===== config.mk =====
export PLATFORM = sky130hd
export DESIGN_NAME = pipe_hazard_ctrl
export DESIGN_NICKNAME = d
export VERILOG_FILES = /design/src/rtl/cpu_pkg.sv /design/src/rtl/pipe_hazard_ctrl_hazard_detect.sv /design/src/rtl/pipe_hazard_ctrl.sv
export SDC_FILE = /design/constraint.sdc
export NUM_CORES = 1
export LEC_CHECK = 0
export CAP_MARGIN = 5
export CORE_UTILIZATION = 29
export DETAILED_ROUTE_END_ITERATION = 16
export DONT_BUFFER_PORTS = 1
export MAX_ROUTING_LAYER = met4
export PLACE_DENSITY_LB_ADDON = 0.08
export SETUP_SLACK_MARGIN = 0.02
export SYNTH_ARGS = -nofsm -noshare
export SYNTH_HDL_FRONTEND = slang
export SYNTH_SLANG_ARGS = --single-unit

===== constraint.sdc =====
create_clock -name clk -period 1.65 [get_ports clk]
set_input_delay 0.165 -clock clk [delete_from_list [all_inputs] [get_ports clk]]
set_output_delay 0.165 -clock clk [all_outputs]
set_load 0.005 [all_outputs]

===== src/rtl/cpu_pkg.sv =====
// Shared CPU pipeline definitions: hazard-controller state encoding and
// architectural register constants.
package cpu_pkg;

  typedef enum logic [1:0] {
    RUN      = 2'd0,
    MEM_WAIT = 2'd1,
    ERR      = 2'd2
  } hazard_state_e;

  localparam logic [4:0] REG_X0 = 5'd0;

endpackage


===== src/rtl/pipe_hazard_ctrl_hazard_detect.sv =====
// Combinational load-use detector: a load in EX whose destination is read by
// the instruction in ID. Writes to x0 never create a dependency.
module hazard_detect
  import cpu_pkg::*;
(
  input  logic       i_ex_mem_read,
  input  logic [4:0] i_ex_rd,
  input  logic [4:0] i_id_rs1,
  input  logic [4:0] i_id_rs2,
  output logic       o_load_use
);

  assign o_load_use = i_ex_mem_read && (i_ex_rd != REG_X0) &&
                      ((i_ex_rd == i_id_rs1) || (i_ex_rd == i_id_rs2));

endmodule


===== src/rtl/pipe_hazard_ctrl.sv =====
// Pipeline hazard controller: memory-wait freeze, branch flush, load-use bubble.
// Optional data-memory timeout enabled by macro PIPE_HAZARD_DMEM_TIMEOUT_EN.
//   state    | meaning
//   RUN      | normal issue; branch/load-use handling
//   MEM_WAIT | pipeline frozen until dmem_ready
//   ERR      | dmem timed out; frozen until reset
module pipe_hazard_ctrl
  import cpu_pkg::*;
#(
  parameter int TIMEOUT_CYCLES = 16,
  parameter int STALL_CNT_W    = 16
) (
  input  logic                   clk,
  input  logic                   reset,
  input  logic [4:0]             id_rs1,
  input  logic [4:0]             id_rs2,
  input  logic                   ex_mem_read,
  input  logic [4:0]             ex_rd,
  input  logic                   ex_branch_taken,
  input  logic                   mem_req,
  input  logic                   dmem_ready,
  output logic                   pc_en,
  output logic                   if_id_en,
  output logic                   id_ex_en,
  output logic                   ex_mem_en,
  output logic                   if_id_flush,
  output logic                   id_ex_flush,
  output logic                   mem_wb_bubble,
  output logic [STALL_CNT_W-1:0] stall_cnt,
  output logic                   dmem_timeout_err
);

  // Counter is sized to hold the timeout value and saturates when the timeout is disabled.
  localparam int WAIT_CNT_W = $clog2(TIMEOUT_CYCLES + 1);

  hazard_state_e           r_state, w_state_nxt;
  logic [WAIT_CNT_W-1:0]   r_wait_cnt, w_wait_cnt_nxt;
  logic [STALL_CNT_W-1:0]  r_stall_cnt;
  logic                    w_load_use;
  logic                    w_freeze;

  hazard_detect u_hazard_detect (
    .i_ex_mem_read (ex_mem_read),
    .i_ex_rd       (ex_rd),
    .i_id_rs1      (id_rs1),
    .i_id_rs2      (id_rs2),
    .o_load_use    (w_load_use)
  );

  always_comb begin
    w_state_nxt    = r_state;
    w_wait_cnt_nxt = r_wait_cnt;
    w_freeze       = 1'b0;
    pc_en          = 1'b1;
    if_id_en       = 1'b1;
    id_ex_en       = 1'b1;
    ex_mem_en      = 1'b1;
    if_id_flush    = 1'b0;
    id_ex_flush    = 1'b0;
    mem_wb_bubble  = 1'b0;

    case (r_state)
      RUN:      w_freeze = mem_req && !dmem_ready;
      MEM_WAIT: w_freeze = !dmem_ready;
      ERR:      w_freeze = 1'b1;
      default:  w_freeze = 1'b0;
    endcase

    // Branch and load-use are only acted on once the pipeline is released.
    if (!reset) begin
      if (w_freeze) begin
        pc_en         = 1'b0;
        if_id_en      = 1'b0;
        id_ex_en      = 1'b0;
        ex_mem_en     = 1'b0;
        mem_wb_bubble = 1'b1;
      end else if (ex_branch_taken) begin
        if_id_flush = 1'b1;
        id_ex_flush = 1'b1;
      end else if (w_load_use) begin
        pc_en       = 1'b0;
        if_id_en    = 1'b0;
        id_ex_flush = 1'b1;
      end
    end

    if (r_state != ERR) begin
      if (w_freeze) begin
        w_state_nxt    = MEM_WAIT;
        w_wait_cnt_nxt = (r_wait_cnt == '1) ? r_wait_cnt : r_wait_cnt + 1'b1;
`ifdef PIPE_HAZARD_DMEM_TIMEOUT_EN
        if (w_wait_cnt_nxt >= WAIT_CNT_W'(TIMEOUT_CYCLES)) begin
          w_state_nxt = ERR;
        end
`endif
      end else begin
        w_state_nxt    = RUN;
        w_wait_cnt_nxt = '0;
      end
    end
  end

  always_ff @(posedge clk) begin
    if (reset) begin
      r_state     <= RUN;
      r_wait_cnt  <= '0;
      r_stall_cnt <= '0;
    end else begin
      r_state    <= w_state_nxt;
      r_wait_cnt <= w_wait_cnt_nxt;
      if (!pc_en && (r_stall_cnt != '1)) begin
        r_stall_cnt <= r_stall_cnt + 1'b1;
      end
    end
  end

  assign stall_cnt = r_stall_cnt;

`ifdef PIPE_HAZARD_DMEM_TIMEOUT_EN
  assign dmem_timeout_err = (r_state == ERR);
`else
  assign dmem_timeout_err = 1'b0;
`endif

endmodule


* Yosys cells after proc, flatten, opt, wreduce, memory -nomap -nowiden
Index checks and enable logic that the tools add are counted.
** Storage, ports and cells
- Register bits :: 18
- Output and inout port bits :: 24
- Logic and storage cells :: 35
- Input bits :: 21
** Cells by class
- Multiplexer cells :: 17
- Add/sub/neg operators :: 1
- Reduce and logical (&&, ||, !) cells :: 9
- Eq/ne operators :: 6
** Operators with widths (count)
- 16-bit by 1-bit adder with 16-bit output (second input constant) :: 1
- 1-bit 2-to-1 mux :: 16
- 16-bit != test (second input constant) :: 1
- 5-bit equality test :: 2
- 5-bit nonzero test :: 1
- 1-bit logical AND :: 4
- 1-bit one-hot mux with 3 select lines :: 1
- 2-bit by 1-bit equality test with 1-bit output (second input constant) :: 1
- 2-bit equality test (second input constant) :: 1
- 1-bit logical NOT :: 2
- 2-bit logical NOT :: 1
- 2-bit != test (second input constant) :: 1
- 1-bit logical OR :: 1

* Depth between registers and ports, before layout
Gate-level depths: netlist of run 1.
- Depth after elaboration :: 9
- Depth in mapped cells :: 9
- Depth with buffers taken out :: 7

* By module
Synthesis of run 1 repeated with hierarchy kept, for this count alone.
** Second synthesis, totals
- Cell total of the unflattened synthesis :: 133
- Area, all modules :: 1098.6 um2
** By module, submodules not included
- pipe_hazard_ctrl :: area each 973.4 um2, sequential area each 340.3 um2, cells an instance 116, times used 1
- hazard_detect :: area each 125.1 um2, sequential area each 0.0 um2, cells an instance 17, times used 1

* Worst setup path before layout of run 1
OpenSTA, ideal clock, no wires.
- Kind :: flip-flop to flip-flop
- Start :: register r_stall_cnt[2], in the netlist stall_cnt[2]
- End :: register r_stall_cnt[14], in the netlist stall_cnt[14]
- Library setup time :: 0.071 ns
- Arrival time :: 1.582 ns
- Path buffers :: 0
- Data required time :: 1.579 ns
- Period minus slack after synthesis :: 1.653 ns
- Path slack :: -0.003 ns
- Stages on the path, launching flop included :: 7
- Cells stage by stage :: dfxtp_1 -> and4_1 -> and3_1 -> nor2b_1 -> nand3_1 -> or3_1 -> a21oi_1
** On the way
- Word-level cells in the longest chain between the ends :: 2
- Elaborated cells on any way between the ends :: 3
- Classes of those cells :: add/sub (1); eq/ne (1); reduce/logical (1)
** Ends and longest elaborated chain
- start: declaration :: RTL line pipe_hazard_ctrl.sv:38 : logic [STALL_CNT_W-1:0] r_stall_cnt;
- start signal: assignment :: RTL line pipe_hazard_ctrl.sv:112 : r_stall_cnt <= r_stall_cnt + 1'b1;
- branches (longest 2 deep; another with 16-bit by 1-bit adder with 16-bit output)
Parallel ways; which one is timed is not known.
A chain may end at the register's enable or synchronous reset.

* Worst setup path in the final report of run 1
- Start :: register r_stall_cnt[5], in the netlist stall_cnt[5]
- End :: register r_stall_cnt[9], in the netlist stall_cnt[9]
The elaborated chain is that of the path after synthesis.

==> results of run 1 <==
[flip-flops by register name, indices dropped and copies added (netlist names)]
signal / count
stall_cnt: 16
r_state: 1
[how the worst min path moves through the flow]
stage	to	slack, ps	cells past startpoint
after CTS	stall_cnt[12]	-90	1
after floorplan	stall_cnt[13]	340	2
after global routing	stall_cnt[15]	-100	1
final	stall_cnt[12]	-70	1
after detailed placement	stall_cnt[0]	240	1
after global placement	stall_cnt[1]	240	1
[through the flow]
step	std cells	area (um^2)	TNS, ps	utilization [%]
3_5_place_dp	203	1300	-95.6	38.2
4_1_cts	207	1340	0	39.3
5_1_grt	212	1430	0	41.8
2_1_floorplan	132	1060	-3.24	-
3_3_place_gp	203	1300	0	38.2
6_report	212	1430	0	41.8
[report_power, final]
part           total, mW  switching, mW  internal (mW)
logic             0.0838         0.0443         0.0395
registers          0.416        0.00199          0.414
clock network      0.221          0.131         0.0902
[cells in the final DEF (no fill, tap or decap), types with 2 or more instances in the layout]
cell,synthesis,layout
nor3_1,4,3
or3_4,1,2
nor2_1,10,10
o311ai_1,2,2
o311ai_0,2,2
inv_1,3,3
buf_6,2,2
dfxtp_2,0,6
o21ai_1,8,8
o41ai_1,2,2
nand3_1,7,6
or4_1,3,3
a21oi_2,0,2
clkinv_2,0,2
a21oi_1,9,7
and2_1,4,3
xor2_1,10,10
nand2_1,13,13
mux2i_1,2,2
or3_1,6,5
buf_4,3,34
dfxtp_1,17,11
nand4_1,6,6
clkbuf_4,0,3
[layer usage]
| layer | vias to the layer above | global-route usage [%] |
|---|---|---|
| met4 | 0 | 0.872 |
| li1 | 556 | - |
| met3 | 2 | 5.70 |
| met5 | - | - |
| met1 | 484 | 15.9 |
| met2 | 35 | 25.7 |
[critical path: cells and delay by family (launching register included)]
| family | cells | cell delay, ps |
|---|---|---|
| and+or+nand+nor | 4 | 800 |
| DFF | 1 | 340 |
| AOI/OAI and AO/OA | 2 | 240 |
| buffers and inverters | 1 | 120 |
[what timing repair did]
action / 4_1_cts / 5_1_grt
pin swaps: 0 / 6
cloned: 0 / 1
setup buffers: 0 / 4
resized for setup: 5 / 18
endpoints found under the setup margin: 7 / 11
hold endpoints to repair: 8 / 8
[logic make-up (layout without fill, tap and decap cells)]
family                   Yosys count  count (layout)  share of synthesized area [%]
buffers and inverters             11              45                           6.65
adder cells (fa/ha/maj)            1               1                           1.19
multiplexers                       2               2                           1.90
other                              1               1                          0.356
XOR/XNOR                          10              10                           8.31
flip-flops                        17              17                           32.3
AO/OA/AOI/OAI                     29              29                           18.2
AND/OR/NAND/NOR                   61              61                           31.1
[layout make-up]
type | count | share of cell area (%)
repair buffers | 36 | 19.5
inverters | 4 | 1.40
repair inverters | 1 | 0.351
multi-input cells | 104 | 48.5
clock buffers | 3 | 1.58
well taps | 46 | 4.03
flip-flops and latches | 17 | 24.4
clock inverters | 1 | 0.351
==> results.txt, run 1 <==
FF-to-FF Start - stall_cnt[5]
Root Buffer - clkbuf_4
Clock transition at path regs - 100 ps
failing checks - hold timing
Setup violations, final - 0
routed length on met3 - 153 um
Startpoint Class - register
Initial Utilization - 30.8%
Seq/Total Area, Yosys - 32.3%
Die ar. - 3880 um^2
Final Hold Viols - 8
clock buffer depth - 2
Syn. warnings - 0
Peak Freq - 0.643 GHz
crit path max fanout - 4
hold path start - reset
fillers - 367
worst setup slack after layout - 95.2 ps
Vert. Die Dim - 62.3 um
cell with the most instances after synthesis - dfxtp_1
total leakage power - 0.577 nW
GP Congestion - 0.741
worst-path cell chain - and4_4, nand3_1, a21oi_2, buf_6, nand3_2, or3_4, a21oi_2
FF+latch area - 348 um^2
Worst R2R Path Depth - 7
most used flip-flop cell after synthesis - dfxtp_1
worst vdd ir - 0.000457 V
worst-skew pair later-pin latency - 290 ps
Post-DP HPWL - 2010 um
row count - 21
Die X - 62.3 um
I/O Pins - 45
Reg2Reg Setup Slack - 100 ps
Hold Crit Class - input port to register
Syn Area/Cell - 7.98 um^2
nets - 189
final critical-path required period - 1550 ps
Worst path max stage delay - 390 ps
Overall Power - 0.721 mW
Slowest cell on crit path - or3_4
Pre-antenna DRT Iters - 4
reg-to-reg endpoint - stall_cnt[9]
Critical path origin - stall_cnt[5]
clock buffer count from CTS - 3
most used cell, CP - a21oi_2
Req. time, crit path - 1880 ps
vias in the first global route - 1045
Buffers on Ports - 0
Met1 Wirelength - 1210 um
H-tree depth - 1
number of synthesized flops with an enable pin - 0
layout cell share with drive strength beyond 1 - 38.0%
Initial DRC Count - 32
post-route ant nets - 0
Synth area leaders - dfxtp_1, xor2_1, nand2_1
DRC Markers - 0
worst path arrival time - 1780 ps
mapped cell area - 1050 um^2
Yosys reg bits - 17
pre-CTS setup slack - -35.1 ps
hold_ws - -73.7 ps
FFs w/ async S/R, synth - 0%
CP Class - register to register
via density per instance - 5.08
TritonCTS clock tree - yes
initial antenna violation count - 0
DRT Wirelength - 2760 um
RSZ-0062 raised after global routing - true
post-DR wirelength/cell - 13.0 um
clock sink count - 17
met2 wire len - 1390 um
Post-Synthesis Cells - 132
crit end category - register
total number of vias - 1077
Synth top area share - 32.3%
Worst Setup EP - stall_cnt[9]
Distinct cells, synth - 36
Slew Limit Fails - 0
syn_nets - 154
max cap viols - 0
GR Util All Layers - 14.5%
top cells by count, synth - dfxtp_1, nand2_1, nor2_1, xor2_1, a21oi_1
diode count - 0
pwr/cell area - 505 nW/um^2
Synth-to-Final Area Change - 35.5%
core area - 3420 um^2
grt total ovfl - 0
outcome - finished, violations left
pin count of the biggest net entering global routing - 27
first-pass GRT wire length - 4460 um
crit share post-route - 94.2%
area leader, netlist - dfxtp_1
Worst Skew - 9.64 ps
multi-input logic area - 692 um^2
uppermost layer routed - met4
No activity file was read; power rests on OpenSTA's default activity.
==> inputs of run 2 (changes only) <==
--- a/config.mk
+++ b/config.mk
@@ -7,8 +7,9 @@
 export LEC_CHECK = 0
 export CAP_MARGIN = 5
 export CORE_UTILIZATION = 29
+export CTS_BUF_LIST = sky130_fd_sc_hd__clkbuf_2
 export DETAILED_ROUTE_END_ITERATION = 16
-export DONT_BUFFER_PORTS = 1
+export GPL_ROUTABILITY_DRIVEN = 0
 export MAX_ROUTING_LAYER = met4
 export PLACE_DENSITY_LB_ADDON = 0.08
 export SETUP_SLACK_MARGIN = 0.02
==> run 2 against run 1 <==
The flow finishes with violations (setup timing); first-iteration DRC count shrank 13%; utilization increased by 16 points; combinational power up 130%; via count increased by 18%; largest power group unchanged.
==> results.txt, run 2 (synthesis gave the netlist of run 1 again) <==
outcome - finished, violations left
failing checks - setup timing
Die ar. - 3880 um^2
nets - 234
diode count - 0
design area - 1970 um^2
crit share post-route - 103%
post-DR wirelength/cell - 12.5 um
initial antenna violation count - 0
Buffers on Ports - 43
final critical-path required period - 1700 ps
TritonCTS clock tree - yes
Overall Power - 0.809 mW
core area - 3420 um^2
pre-CTS setup slack - -648 ps
total leakage power - 0.815 nW
DRT Wirelength - 3210 um
RSZ-0062 raised after global routing - true
CP Class - register to register
pin count of the biggest net entering global routing - 13
worst setup slack after layout - -50.8 ps
hold path start - reset
max FFs per register - 16
crit path max fanout - 7
Critical path origin - r_state[0]
Initial Utilization - 30.8%
I/O Pins - 45
Clock transition at path regs - 180 ps
Placed Area - 1700 um^2
Hold Crit Class - input port to register
clock share of power - 24.7%
share of power burned in registers - 51.4%
Vert. Die Dim - 62.3 um
most common cell after layout, fill and taps aside - buf_4
grt total ovfl - 0
max cap viols - 0
Startpoint Class - register
crit end category - register
first-pass GRT wire length - 5230 um
fillers - 328
Root Buffer - clkbuf_2
via density per instance - 4.96
Final Hold Viols - 0
Post-DP HPWL - 2280 um
post-route ant nets - 0
worst-skew pair later-pin latency - 290 ps
Initial DRC Count - 28
Sw Ratio - 27.6%
Cell Int Power - 0.586 mW
GR Util All Layers - 16.6%
total number of vias - 1274
DRC Markers - 0
clock buffer depth - 2
layout cell share with drive strength beyond 1 - 40.3%
worst path arrival time - 1960 ps
clock sink count - 17
Req. time, crit path - 1910 ps
Peak Freq - 0.588 GHz
most frequent cells in the layout - buf_4, clkdlybuf4s50_1, dlygate4sd2_1, dfxtp_1, nand2_1
Pre-antenna DRT Iters - 4
Setup violations, final - 11
clock buffer count from CTS - 3
H-tree depth - 1
FF-to-FF Start - r_state[0]
Die X - 62.3 um
Logic pwr share - 23.8%
Slew Limit Fails - 0
switching pwr - 0.224 mW
row count - 21
worst vdd ir - 0.000235 V
Synth-to-Final Area Change - 86.7%
vias in the first global route - 1203
# hold bufs at CTS - 0
Worst Skew - 12.0 ps
pwr/cell area - 412 nW/um^2
hold_ws - 400 ps
run 2: cell count changes in the layout (fill, tap and decap cells not counted), sizes merged:
| cell | delta |
|---|---|
| inv | +1 |
| dlygate4sd2 | +16 |
| clkinv | -3 |
| buf | +5 |
| clkdlybuf4s50 | +18 |
| bufbuf | +1 |
| clkbuf | +5 |
| clkdlybuf4s15 | +2 |
run 2: power groups by stage:
stage          clock network, mW  registers [mW]  logic (mW)
2_1_floorplan                  0           0.425      0.0666
3_3_place_gp                   0           0.424       0.163
3_5_place_dp                   0           0.425       0.166
4_1_cts                    0.204           0.416       0.182
5_1_grt                    0.223           0.417       0.208
6_report                   0.200           0.416       0.193
run 2: stage by stage:
| stage | setup TNS [ps] | utilization [%] | std cells |
|---|---|---|---|
| global route | -1460 | 57.6 | 257 |
| floorplan | -3.24 | - | 132 |
| finish | -255 | 57.6 | 257 |
| detailed placement | -11050 | 49.7 | 241 |
| global placement | -10470 | 49.7 | 241 |
| CTS | -329 | 54.3 | 252 |
run 2: layout make-up:
| class | count | area, um^2 | area share (%) |
|---|---|---|---|
| Multi-Input combinational cell | 104 | 805 | 40.9 |
| Inverter | 4 | 17.5 | 0.891 |
| Timing Repair Buffer | 82 | 724 | 36.8 |
| Sequential cell | 17 | 343 | 17.4 |
| Tap cell | 46 | 57.6 | 2.93 |
| Clock buffer | 4 | 20.0 | 1.02 |
run 2: layer usage:
| layer | routed length, um | share of wire, % | track usage (%) |
|---|---|---|---|
| met4 | 0 | 0 | 1.74 |
| met1 | 1440 | 45 | 19.9 |
| met2 | 1660 | 52 | 30.1 |
| met3 | 114 | 3.6 | 2.39 |
| met5 | 0 | 0 | - |
run 2: repair_timing:
item | in CTS | in global routing
buffers inserted | 6 | 5
hold endpoints to repair | 0 | 0
pin swaps | 24 | 14
gates cloned | 1 | 0
resized for setup | 59 | 28
setup endpoints to repair | 23 | 20
run 2: path summary, 6_finish.rpt:
| kind | endpoint | slack [ps] | cells after the start |
|---|---|---|---|
| worst min register to register | stall_cnt[5] | 510 | 2 |
| worst max register to register | stall_cnt[4] | -50 | 10 |
| worst max-delay path | stall_cnt[4] | -50 | 10 |
| worst min-delay path | stall_cnt[0] | 400 | 4 |
run 2: worst max-delay path, cell delays in order (launching register included):
cell	delay, ps
dfxtp_1	340
nor2_1	30
nor2_1	120
nand2_1	120
buf_6	130
o21ai_4	60
inv_4	60
buf_6	130
buf_8	120
or4_4	490
nand2_1	60
==> inputs of run 3 (changes only) <==
--- a/config.mk
+++ b/config.mk
@@ -5,7 +5,9 @@
 export SDC_FILE = /design/constraint.sdc
 export NUM_CORES = 1
 export LEC_CHECK = 0
+export ABC_AREA = 0
 export CAP_MARGIN = 5
+export CORE_MARGIN = 2
 export CORE_UTILIZATION = 29
 export CTS_BUF_LIST = sky130_fd_sc_hd__clkbuf_2
 export DETAILED_ROUTE_END_ITERATION = 16
==> run 3 against run 2 <==
The run still ends with setup timing left; clock skew is 3.8 ps higher; total power rose by 1.7%; sequential share of layout area rose by 0.11 points; via count decreased by 0.39%; sequential power about the same; flip-flop and latch count did not move; clock-buffer cell count did not move; critical path depth grew 2; critical path type is now input port to register.
==> results.txt, run 3 (synthesis gave the netlist of run 1 again) <==
worst vdd ir - 0.000215 V
core area - 3420 um^2
worst setup slack after layout - -24.8 ps
clock buffer count from CTS - 3
Hold Crit Class - register to register
Slew Limit Fails - 0
design area - 1950 um^2
failing checks - setup timing
DRT Wirelength - 3220 um
TNS Setup - -32.7 ps
first-pass GRT wire length - 5240 um
Root Buffer - clkbuf_2
post-route insts no fill - 257
vias in the first global route - 1259
hold depth - 2
Initial DRC Count - 29
Worst path max stage delay - 510 ps
Slowest cell on crit path - or4_1
H-tree depth - 1
post-route ant nets - 0
layout cell share with drive strength beyond 1 - 37.9%
via density per instance - 4.94
most common cell after layout, fill and taps aside - buf_4
crit path max fanout - 7
FF-to-FF Start - stall_cnt[5]
Placed Area - 1700 um^2
diode count - 0
RSZ-0062 raised after global routing - true
clock sink count - 17
Reg2Reg Setup Slack - 20 ps
total leakage power - 0.804 nW
Peak Freq - 0.597 GHz
Worst R2R Path Depth - 6
Synth-to-Final Area Change - 85.5%
final critical-path required period - 1670 ps
hold path start - stall_cnt[1]
GR Util All Layers - 16.2%
grt total ovfl - 0
I/O Pins - 45
worst path arrival time - 1950 ps
clock buffer depth - 2
TritonCTS clock tree - yes
pwr/cell area - 421 nW/um^2
worst-path cell chain - buf_8, buf_6, buf_4, xor2_1, nor2_1, a22oi_2, buf_4, o21ai_4, inv_4, buf_8, or4_1, nand2_1
Pre-antenna DRT Iters - 6
outcome - finished, violations left
CP Class - input port to register
Req. time, crit path - 1930 ps
Post-DP HPWL - 2370 um
crit end category - register
post-DR wirelength/cell - 12.5 um
Setup violations, final - 3
Vert. Die Dim - 64.3 um
reg-to-reg endpoint - stall_cnt[14]
Die ar. - 4130 um^2
Worst Hold End - stall_cnt[1]
total number of vias - 1269
Buffers on Ports - 43
worst-skew pair later-pin latency - 320 ps
most frequent cells in the layout - buf_4, clkdlybuf4s50_1, dlygate4sd2_1, dfxtp_1, nand2_1
Worst Skew - 15.7 ps
nets - 234
Final Hold Viols - 0
initial antenna violation count - 0
DRC Markers - 0
pin count of the biggest net entering global routing - 13
max FFs per register - 16
Die X - 64.3 um
crit share post-route - 102%
Initial Utilization - 30.8%
row count - 21
placed cell count - 241
pre-CTS setup slack - -662 ps
Startpoint Class - input port
Clock transition at path regs - 180 ps
hold_ws - 505 ps
max cap viols - 0
run 3: cell types whose count changed in the layout (fill, tap and decap cells not counted), moves of 2 or more:
cell / before / now
o41ai_2: 2 / 0
buf_4: 31 / 33
clkdlybuf4s15_1: 1 / 3
o41ai_1: 0 / 2
clkbuf_2: 8 / 4
run 3: worst max-delay path by stage:
stage,from,end,slack (ps)
final,ex_rd[3],stall_cnt[5],-20
after global routing,ex_rd[3],stall_cnt[5],-80
after CTS,r_state[0],stall_cnt[4],-4
after detailed placement,ex_rd[0],if_id_en,-660
after global placement,ex_rd[0],if_id_en,-640
after floorplan,stall_cnt[2],stall_cnt[14],-3
run 3: report_power, final:
| part | total (mW) | switching [mW] | internal [mW] |
|---|---|---|---|
| Combinational | 0.199 | 0.0829 | 0.116 |
| Sequential | 0.416 | 0.00215 | 0.414 |
| Clock | 0.208 | 0.144 | 0.0642 |
| Total | 0.823 | 0.229 | 0.594 |
run 3: stage by stage:
stage	power, mW	utilization [%]
floorplan	0.492	-
global placement	0.588	49.7
detailed placement	0.590	49.7
CTS	0.822	55.2
global route	0.870	57.2
finish	0.823	57.2
run 3: critical path: cells and delay by family:
family	cells	cell delay, ps
buf+inv	6	690
simple gates	3	710
compound gates	2	250
xor+xnor	1	150
run 3: cell type report:
| cell class | instances | area, um^2 |
|---|---|---|
| clock buffers | 4 | 20.0 |
| well taps | 46 | 57.6 |
| multi-input cells | 104 | 772 |
| flip-flops and latches | 17 | 343 |
| inverters | 4 | 17.5 |
| fillers | 329 | 1460 |
| repair buffers | 82 | 744 |
run 3: metal layers:
metal,global-route usage (%),part of all wire (%)
met5,-,0
met2,28.8,49
met3,3.17,5.7
met4,3.19,0.71
met1,19.1,44
run 3: repair_timing:
| item | in CTS | in global routing |
|---|---|---|
| pin swaps | 17 | 13 |
| setup buffers | 11 | 2 |
| setup endpoints to repair | 23 | 16 |
| gates resized for setup | 72 | 13 |
| hold buffers | 0 | 0 |
| gates cloned | 1 | 0 |
